<file path="src/rtl/lcd_pkg.sv">
// Shared definitions for the LCD host: command codes, host FSM states and
// the bit positions of the sticky error flags.
package lcd_pkg;

    localparam int CMD_W = 4;

    // Command codes. Only WRITE has a meaning to the host; every other code
    // is forwarded to the controller unchanged.
    localparam logic [CMD_W-1:0] CMD_WRITE = 4'd0;
    localparam logic [CMD_W-1:0] CMD_INIT  = 4'd1;
    localparam logic [CMD_W-1:0] CMD_CLEAR = 4'd2;

    // Host sequencer states.
    typedef enum logic [2:0] {
        S_IDLE      = 3'd0,
        S_ISSUE     = 3'd1,
        S_WAIT_BUSY = 3'd2,
        S_WAIT_IDLE = 3'd3,
        S_CAPTURE   = 3'd4,
        S_DONE      = 3'd5
    } host_state_e;

    // Bit positions inside the sticky err vector.
    localparam int ERR_OVF     = 0;
    localparam int ERR_STRAY   = 1;
    localparam int ERR_TIMEOUT = 2;

endpackage

</file>
<file path="src/rtl/lcd_cmd_host_if.sv">
// Host <-> LCD controller link: command strobe, busy pacing and the
// controller's IRAM write burst.
//
// Handshake: cmd is qualified by cmd_valid, a single-cycle strobe that the
// host only raises when busy is low; the controller acknowledges by raising
// busy and holds it until it can accept the next command. IRAM_A/IRAM_D are
// qualified by IRAM_valid alone (no back-pressure; the host must always
// accept a write). ctrl_done is a level the controller raises at burst end.
interface lcd_cmd_host_if #(
    parameter int ADDR_W = 6,
    parameter int DATA_W = 8
) ();
    logic [3:0]        cmd;
    logic              cmd_valid;
    logic              busy;
    logic              IRAM_valid;
    logic [ADDR_W-1:0] IRAM_A;
    logic [DATA_W-1:0] IRAM_D;
    logic              ctrl_done;

    modport master (
        output cmd, cmd_valid,
        input  busy, IRAM_valid, IRAM_A, IRAM_D, ctrl_done
    );

    modport slave (
        input  cmd, cmd_valid,
        output busy, IRAM_valid, IRAM_A, IRAM_D, ctrl_done
    );
endinterface

</file>
<file path="src/rtl/lcd_cmd_fifo.sv">
// Synchronous command FIFO. dout shows the head entry whenever empty is low.
// A push while full is dropped and reported on overflow, unless a pop in
// the same cycle frees the slot, in which case both are honoured.
module lcd_cmd_fifo #(
    parameter int DEPTH = 16,
    parameter int W     = 4
) (
    input  logic         clk,
    input  logic         reset,
    input  logic         push,
    input  logic [W-1:0] din,
    input  logic         pop,
    output logic [W-1:0] dout,
    output logic         full,
    output logic         empty,
    output logic         overflow
);
    localparam int AW = $clog2(DEPTH);

    logic [W-1:0]  mem [DEPTH];
    logic [AW-1:0] wr_ptr;
    logic [AW-1:0] rd_ptr;
    logic [AW:0]   count;
    logic [AW:0]   count_next;
    logic          do_push;
    logic          do_pop;

    assign do_pop   = pop && !empty;
    assign do_push  = push && (!full || do_pop);
    assign overflow = push && full && !do_pop;
    assign empty    = (count == '0);
    assign dout     = mem[rd_ptr];

    // Occupancy after this cycle's push/pop.
    always_comb begin
        count_next = count;
        if (do_push && !do_pop) begin
            count_next = count + 1'b1;
        end else if (!do_push && do_pop) begin
            count_next = count - 1'b1;
        end
    end

    // Pointers, count and the registered full flag.
    always_ff @(posedge clk or posedge reset) begin
        if (reset) begin
            wr_ptr <= '0;
            rd_ptr <= '0;
            count  <= '0;
            full   <= 1'b0;
        end else begin
            if (do_push) wr_ptr <= wr_ptr + 1'b1;
            if (do_pop)  rd_ptr <= rd_ptr + 1'b1;
            count <= count_next;
            full  <= (count_next == (AW+1)'(DEPTH));
        end
    end

    // Storage array; contents are meaningless until written, so no reset.
    always_ff @(posedge clk) begin
        if (do_push) mem[wr_ptr] <= din;
    end
endmodule

</file>
<file path="src/rtl/lcd_cmd_host.sv">
// LCD command host: queues a command script, issues it one command at a
// time paced by busy, and after a WRITE command captures the controller's
// IRAM burst into a local image with a running checksum and readback port.
module lcd_cmd_host
    import lcd_pkg::*;
#(
    parameter int CQ_DEPTH     = 16,
    parameter int IMG_WORDS    = 64,
    parameter int ADDR_W       = 6,
    parameter int DATA_W       = 8,
    parameter int BUSY_TIMEOUT = 8
) (
    input  logic              clk,
    input  logic              reset,
    input  logic              cq_push,
    input  logic [3:0]        cq_cmd,
    output logic              cq_full,
    lcd_cmd_host_if.master    ctrl,
    input  logic [ADDR_W-1:0] rd_addr,
    output logic [DATA_W-1:0] rd_data,
    output logic [6:0]        wr_count,
    output logic [15:0]       checksum,
    output logic              cap_done,
    output logic [2:0]        err,
    output host_state_e       state
);
    localparam int         TW      = $clog2(BUSY_TIMEOUT) + 1;
    localparam logic [6:0] IMG_CNT = 7'(IMG_WORDS);

    logic [3:0]           fifo_dout;
    logic                 fifo_empty;
    logic                 fifo_ovf;
    logic                 fifo_pop;
    logic [TW-1:0]        timer;
    logic [DATA_W-1:0]    img [IMG_WORDS];
    logic [IMG_WORDS-1:0] valid_map;
    logic                 cap_we;
    logic                 first_write;
    logic [6:0]           wr_count_next;

    lcd_cmd_fifo #(
        .DEPTH (CQ_DEPTH),
        .W     (4)
    ) u_fifo (
        .clk      (clk),
        .reset    (reset),
        .push     (cq_push),
        .din      (cq_cmd),
        .pop      (fifo_pop),
        .dout     (fifo_dout),
        .full     (cq_full),
        .empty    (fifo_empty),
        .overflow (fifo_ovf)
    );

    // Only IDLE pulls from the queue, so at most one command is ever in flight.
    assign fifo_pop    = (state == S_IDLE) && !fifo_empty && !ctrl.busy;
    assign cap_we      = (state == S_CAPTURE) && ctrl.IRAM_valid;
    assign first_write = !valid_map[ctrl.IRAM_A];

    // Distinct-address count after this cycle's capture, saturating at a full image.
    always_comb begin
        wr_count_next = wr_count;
        if (cap_we && first_write && (wr_count != IMG_CNT)) begin
            wr_count_next = wr_count + 1'b1;
        end
    end

    // Host sequencer with registered command, strobe, counters and flags.
    always_ff @(posedge clk or posedge reset) begin
        if (reset) begin
            state          <= S_IDLE;
            ctrl.cmd       <= '0;
            ctrl.cmd_valid <= 1'b0;
            timer          <= '0;
            wr_count       <= '0;
            checksum       <= '0;
            cap_done       <= 1'b0;
            err            <= '0;
        end else begin
            ctrl.cmd_valid <= 1'b0;
            if (fifo_ovf) err[ERR_OVF] <= 1'b1;
            if (ctrl.IRAM_valid && (state != S_CAPTURE)) err[ERR_STRAY] <= 1'b1;

            case (state)
                S_IDLE: begin
                    if (fifo_pop) begin
                        ctrl.cmd       <= fifo_dout;
                        ctrl.cmd_valid <= 1'b1;
                        state          <= S_ISSUE;
                    end
                end
                S_ISSUE: begin
                    timer <= '0;
                    state <= S_WAIT_BUSY;
                end
                S_WAIT_BUSY: begin
                    if (ctrl.busy) begin
                        state <= (ctrl.cmd == CMD_WRITE) ? S_CAPTURE : S_WAIT_IDLE;
                    end else if (timer == TW'(BUSY_TIMEOUT - 1)) begin
                        // Unacknowledged command is dropped, not retried.
                        err[ERR_TIMEOUT] <= 1'b1;
                        state            <= S_IDLE;
                    end else begin
                        timer <= timer + 1'b1;
                    end
                end
                S_WAIT_IDLE: begin
                    if (!ctrl.busy) state <= S_IDLE;
                end
                S_CAPTURE: begin
                    if (cap_we) checksum <= checksum + 16'(ctrl.IRAM_D);
                    wr_count <= wr_count_next;
                    if (ctrl.ctrl_done || (wr_count_next == IMG_CNT)) begin
                        cap_done <= 1'b1;
                        state    <= S_DONE;
                    end
                end
                S_DONE: begin
                    cap_done <= 1'b1;
                end
                default: state <= S_IDLE;
            endcase
        end
    end

    // Image storage; unwritten words are masked by the valid map, so no reset.
    always_ff @(posedge clk) begin
        if (cap_we) img[ctrl.IRAM_A] <= ctrl.IRAM_D;
    end

    // Valid map marks every address written during capture.
    always_ff @(posedge clk or posedge reset) begin
        if (reset) begin
            valid_map <= '0;
        end else if (cap_we) begin
            valid_map[ctrl.IRAM_A] <= 1'b1;
        end
    end

    // Registered readback, returning zero for never-written locations.
    always_ff @(posedge clk or posedge reset) begin
        if (reset) begin
            rd_data <= '0;
        end else begin
            rd_data <= valid_map[rd_addr] ? img[rd_addr] : '0;
        end
    end
endmodule

</file>
<file path="src/flat_wrapper.sv">
// flat-port wrapper written by rule: the top's interface ports become plain ports
module lcd_cmd_host_flat import lcd_pkg::*;
#(
    parameter int CQ_DEPTH     = 16,
    parameter int IMG_WORDS    = 64,
    parameter int ADDR_W       = 6,
    parameter int DATA_W       = 8,
    parameter int BUSY_TIMEOUT = 8
)
  (clk, reset, cq_push, cq_cmd, cq_full, rd_addr, rd_data, wr_count, checksum, cap_done, err, state, ctrl_cmd, ctrl_cmd_valid, ctrl_busy, ctrl_IRAM_valid, ctrl_IRAM_A, ctrl_IRAM_D, ctrl_ctrl_done);
  lcd_cmd_host_if #(.ADDR_W(ADDR_W), .DATA_W(DATA_W)) ctrl_i ();
  input  logic clk;
  input  logic reset;
  input  logic cq_push;
  input  logic [3:0] cq_cmd;
  output logic cq_full;
  input  logic [ADDR_W-1:0] rd_addr;
  output logic [DATA_W-1:0] rd_data;
  output logic [6:0] wr_count;
  output logic [15:0] checksum;
  output logic cap_done;
  output logic [2:0] err;
  output host_state_e state;
  output wire logic [$bits(ctrl_i.cmd)-1:0] ctrl_cmd;
  output wire logic [$bits(ctrl_i.cmd_valid)-1:0] ctrl_cmd_valid;
  input wire logic [$bits(ctrl_i.busy)-1:0] ctrl_busy;
  input wire logic [$bits(ctrl_i.IRAM_valid)-1:0] ctrl_IRAM_valid;
  input wire logic [$bits(ctrl_i.IRAM_A)-1:0] ctrl_IRAM_A;
  input wire logic [$bits(ctrl_i.IRAM_D)-1:0] ctrl_IRAM_D;
  input wire logic [$bits(ctrl_i.ctrl_done)-1:0] ctrl_ctrl_done;
  assign ctrl_cmd = ctrl_i.cmd;
  assign ctrl_cmd_valid = ctrl_i.cmd_valid;
  assign ctrl_i.busy = ctrl_busy;
  assign ctrl_i.IRAM_valid = ctrl_IRAM_valid;
  assign ctrl_i.IRAM_A = ctrl_IRAM_A;
  assign ctrl_i.IRAM_D = ctrl_IRAM_D;
  assign ctrl_i.ctrl_done = ctrl_ctrl_done;
  lcd_cmd_host #(.CQ_DEPTH(CQ_DEPTH), .IMG_WORDS(IMG_WORDS), .ADDR_W(ADDR_W), .DATA_W(DATA_W), .BUSY_TIMEOUT(BUSY_TIMEOUT)) u_core (.clk(clk), .reset(reset), .cq_push(cq_push), .cq_cmd(cq_cmd), .cq_full(cq_full), .ctrl(ctrl_i), .rd_addr(rd_addr), .rd_data(rd_data), .wr_count(wr_count), .checksum(checksum), .cap_done(cap_done), .err(err), .state(state));
endmodule
</file>
<file path="config.mk">
export PLATFORM = sky130hd
export DESIGN_NAME = lcd_cmd_host_flat
export DESIGN_NICKNAME = d
export VERILOG_FILES = /design/src/rtl/lcd_pkg.sv /design/src/rtl/lcd_cmd_host_if.sv /design/src/rtl/lcd_cmd_fifo.sv /design/src/rtl/lcd_cmd_host.sv /design/src/flat_wrapper.sv
export SDC_FILE = /design/constraint.sdc
export NUM_CORES = 1
export LEC_CHECK = 0
export ABC_CLOCK_PERIOD_IN_PS = 9600
export CAP_MARGIN = 20
export CORE_AREA = 8 8 218 220
export DETAILED_ROUTE_END_ITERATION = 8
export DIE_AREA = 0 0 226 228
export DONT_BUFFER_PORTS = 1
export GPL_TIMING_DRIVEN = 0
export PLACE_DENSITY = 0.8
export SYNTH_ARGS = -nofsm -noshare
export SYNTH_HDL_FRONTEND = slang
export SYNTH_SLANG_ARGS = --single-unit
</file>
<file path="constraint.sdc">
create_clock -name clk -period 9.6 [get_ports clk]
set_input_delay 1.44 -clock clk [delete_from_list [all_inputs] [get_ports clk]]
set_output_delay 1.44 -clock clk [all_outputs]
set_load 0.05 [all_outputs]
</file>
==> run summary <==
actual slew at the worst max-slew pin = 1108 ps
Worst EP required = 10,030 ps
RePlAce Congestion = 0.9031
Routed Wire Length = 64,940 um
Pins Over Slew Limit = 0
total of cells resized after clock tree synthesis = 0
Tmin final = 4321 ps
worst hold path startpoint = u_core.valid_map[22]
post-route ant nets = 0
static leakage = 10.80 nW
Final nets = 1,557
CTS Sinks = 701
vias in the first global route = 14,970
Main synth FF type = edfxtp_1
RSZ-0062 raised after global routing = false
grt ovf = 0
vias per inst = 6.737
Inst Count DP = 2,026
Initial Utilization = 64.58%
Max transition margin = 25.89%
period utilization = 45.01%
share of post-route cells with drive strength above 1 = 26.23%
initial DRC count = 1,888
post-DR wirelength/cell = 30.15 um
Max clock buf depth = 3
Peak VDD IR = 0.1869 mV
clock skew = 27.75 ps
largest net degree at the start of global routing = 78
global-route wire length before repair = 96,050 um
detailed placer's ending HPWL = 40,320 um
clock latency on the worst-skew pair = 590 ps
synth unique cells = 64
Hold Buf Count CTS = 0
Max Freq = 231.4 MHz
All-Layer GR Usage = 25.51%
Min-Delay Path Class = register to register
pre-CTS setup slack = 4752 ps
Area Growth Syn to Fin = 10.70%
Seq/Total Area, Yosys = 72.14%
syn nets = 1,483
worst r2r src = u_core.state[2]
CP endpoint kind = register
Clk pwr share = 41.9%
Power Density = 205.3 nW/um^2
placed cell area = 29,080 um^2
Die Width = 226 um
TritonCTS clock tree = yes
final hold viol count = 0
CTS Buf Count = 70
Finished Layout Cells = 2,154
Syn Inst Count = 1,433
cell area after layout = 31,340 um^2
status = complete, no violations
part of the power in registers = 52.7%
Synth Cell Area = 28,310 um^2
H-tree levels = 3
Setup CP Type = primary input to register
data arrival time of the critical path = 4750 ps
Sw Ratio = 21.21%
Async S/R FF share, synth = 17.83%
combinational power share = 5.3%
P_sw = 1.365 mW
Post-synth EDFFs = 576
setup TNS = 0 ps
DRC Markers = 0
core area = 43,840 um^2
Critical Path Start Type = primary input
Synth Register Bits = 701
postcts setup bufs = 0
internal power = 5.069 mW
Setup Viol. Count Final = 0
via count = 14,510
# port buffers = 0
die area = 51,530 um^2
Worst-path clk slew = 60 ps
initial antenna violation count = 4
worst setup margin = 5279 ps
Critical Path Source = rd_addr[1]
Crit Path Max Fanout = 10
Synth warnings = 0
max cap viols = 0
Row Count = 77
DRT Pass-1 Iters = 5
synthesized area per cell = 19.76 um^2
height of the die = 228 um
I/O pin cnt = 74
root buf cell = clkbuf_16
area by class of cell:
| cell class | instances | area [um^2] |
|---|---|---|
| buffer | 65 | 304.0 |
| fill | 2531 | 12500 |
| sequential | 701 | 20420 |
| clock inverter | 30 | 334.1 |
| timing repair buffer | 2 | 38.79 |
| tap | 592 | 740.7 |
| multi-input combinational | 648 | 7511 |
| clock buffer | 94 | 1903 |
| inverter | 19 | 76.32 |
| antenna | 3 | 7.507 |
cells in the final DEF, fill, tap and decap left out, types with 6 or more instances in the layout:
cell type    n
nand4_1      8
o21ai_0     13
buf_1       17
or2_2       66
nand3_1     17
clkbuf_16   71
xnor2_1     23
nor2b_1     16
and3_1       7
buf_2       15
xor2_1       7
mux4_2     216
bufinv_16    7
a21oi_1      7
ha_1        19
inv_1       16
nor3_1       8
nor2_1     100
dfrtp_1    125
mux2_1       8
clkbuf_1    44
clkinv_1    12
nand2b_1     6
edfxtp_1   576
nand2_1     54
worst paths after layout:
check | slack (ps) | end | cells past startpoint
worst max-delay path | 5280 | u_core.rd_data[7] | 7
worst min register to register | 500 | u_core.valid_map[22] | 1
max in group asynchronous | 8090 | u_core.valid_map[57] | 2
worst min-delay path | 500 | u_core.valid_map[22] | 1
min in group asynchronous | 750 | u_core.checksum[11] | 1
worst max register to register | 5590 | u_core.img[44][6] | 6
power by group through the flow:
| stage | clock, mW | sequential, mW | combinational (mW) |
|---|---|---|---|
| after floorplan | 0 | 3.45 | 0.242 |
| after global placement | 0 | 3.45 | 0.321 |
| after detailed placement | 0 | 3.45 | 0.334 |
| after CTS | 2.72 | 3.39 | 0.341 |
| after global routing | 2.83 | 3.40 | 0.364 |
| final | 2.70 | 3.39 | 0.343 |
metal layers:
metal	up-vias	part of all wire (%)	track usage, %
met3	151	9.6	6.518
met4	2	3.7	9.405
met2	857	49	41.02
li1	5906	-	-
met1	7596	38	33.76
met5	-	0.020	0
cells by family (layout without fill, tap and decap cells):
logic type	after synthesis	after routing	synth area share (%)
and+or+nand+nor	305	305	5.396
DFF	701	701	72.14
buffers and inverters	84	210	1.326
AOI/OAI and AO/OA	61	61	1.498
adders and majority gates	20	20	0.9104
muxes	232	232	17.80
other	0	3	0
xor gates and xnor gates	30	30	0.9281
registers in the layout, summed over array words and instances (netlist names):
signal and cells:
u_core.wr_count 7, u_core.ctrl.cmd_valid 1, u_core.u_fifo.count 5, u_core.checksum 16, u_core.u_fifo.mem 64, u_core.u_fifo.wr_ptr 4, u_core.img 512, u_core.valid_map 64
u_core.ctrl.cmd 4, u_core.err 3, u_core.state 3, u_core.timer 4, u_core.u_fifo.full 1, u_core.cap_done 1, u_core.rd_data 8, u_core.u_fifo.rd_ptr 4
worst max-delay path, cell delays in order:
cell and delay [ps]:
buf_2 240, clkbuf_1 620, buf_1 780, mux4_2 440, mux4_2 550, mux4_2 480, nor2b_1 180
Yosys cell counts, types with 5 or more instances:
library cell  count  area (um^2)
a21oi_1           7        35.03
and3_1            7        43.79
buf_1            17        63.81
buf_2            15        75.07
buf_4             5        37.54
clkbuf_1         25        93.84
dfrtp_1         125         3128
edfxtp_1        576        17300
ha_1             19        237.7
inv_1            17        63.81
mux2_1            8        90.09
mux2i_1           5        50.05
mux4_2          216         4865
nand2_1          54        202.7
nand2b_1          6        37.54
nand3_1          17        85.08
nand3b_1          5        37.54
nand4_1           8        50.05
nor2_1          100        375.4
nor2b_1          16        100.1
nor3_1            8        40.04
o21ai_0          13        65.06
or2_2            66        412.9
xnor2_1          23        201.4
xor2_1            7        61.31
stage by stage:
stage	hold WS, ps	total power, mW	util, %
after detailed placement	474.2	3.788	66.35
after global routing	509.1	6.588	71.48
after global placement	462.6	3.772	66.27
final	497.9	6.434	71.49
after CTS	492.4	6.454	71.45
after floorplan	448.7	3.688	-
No activity file was read; power rests on OpenSTA's default activity.
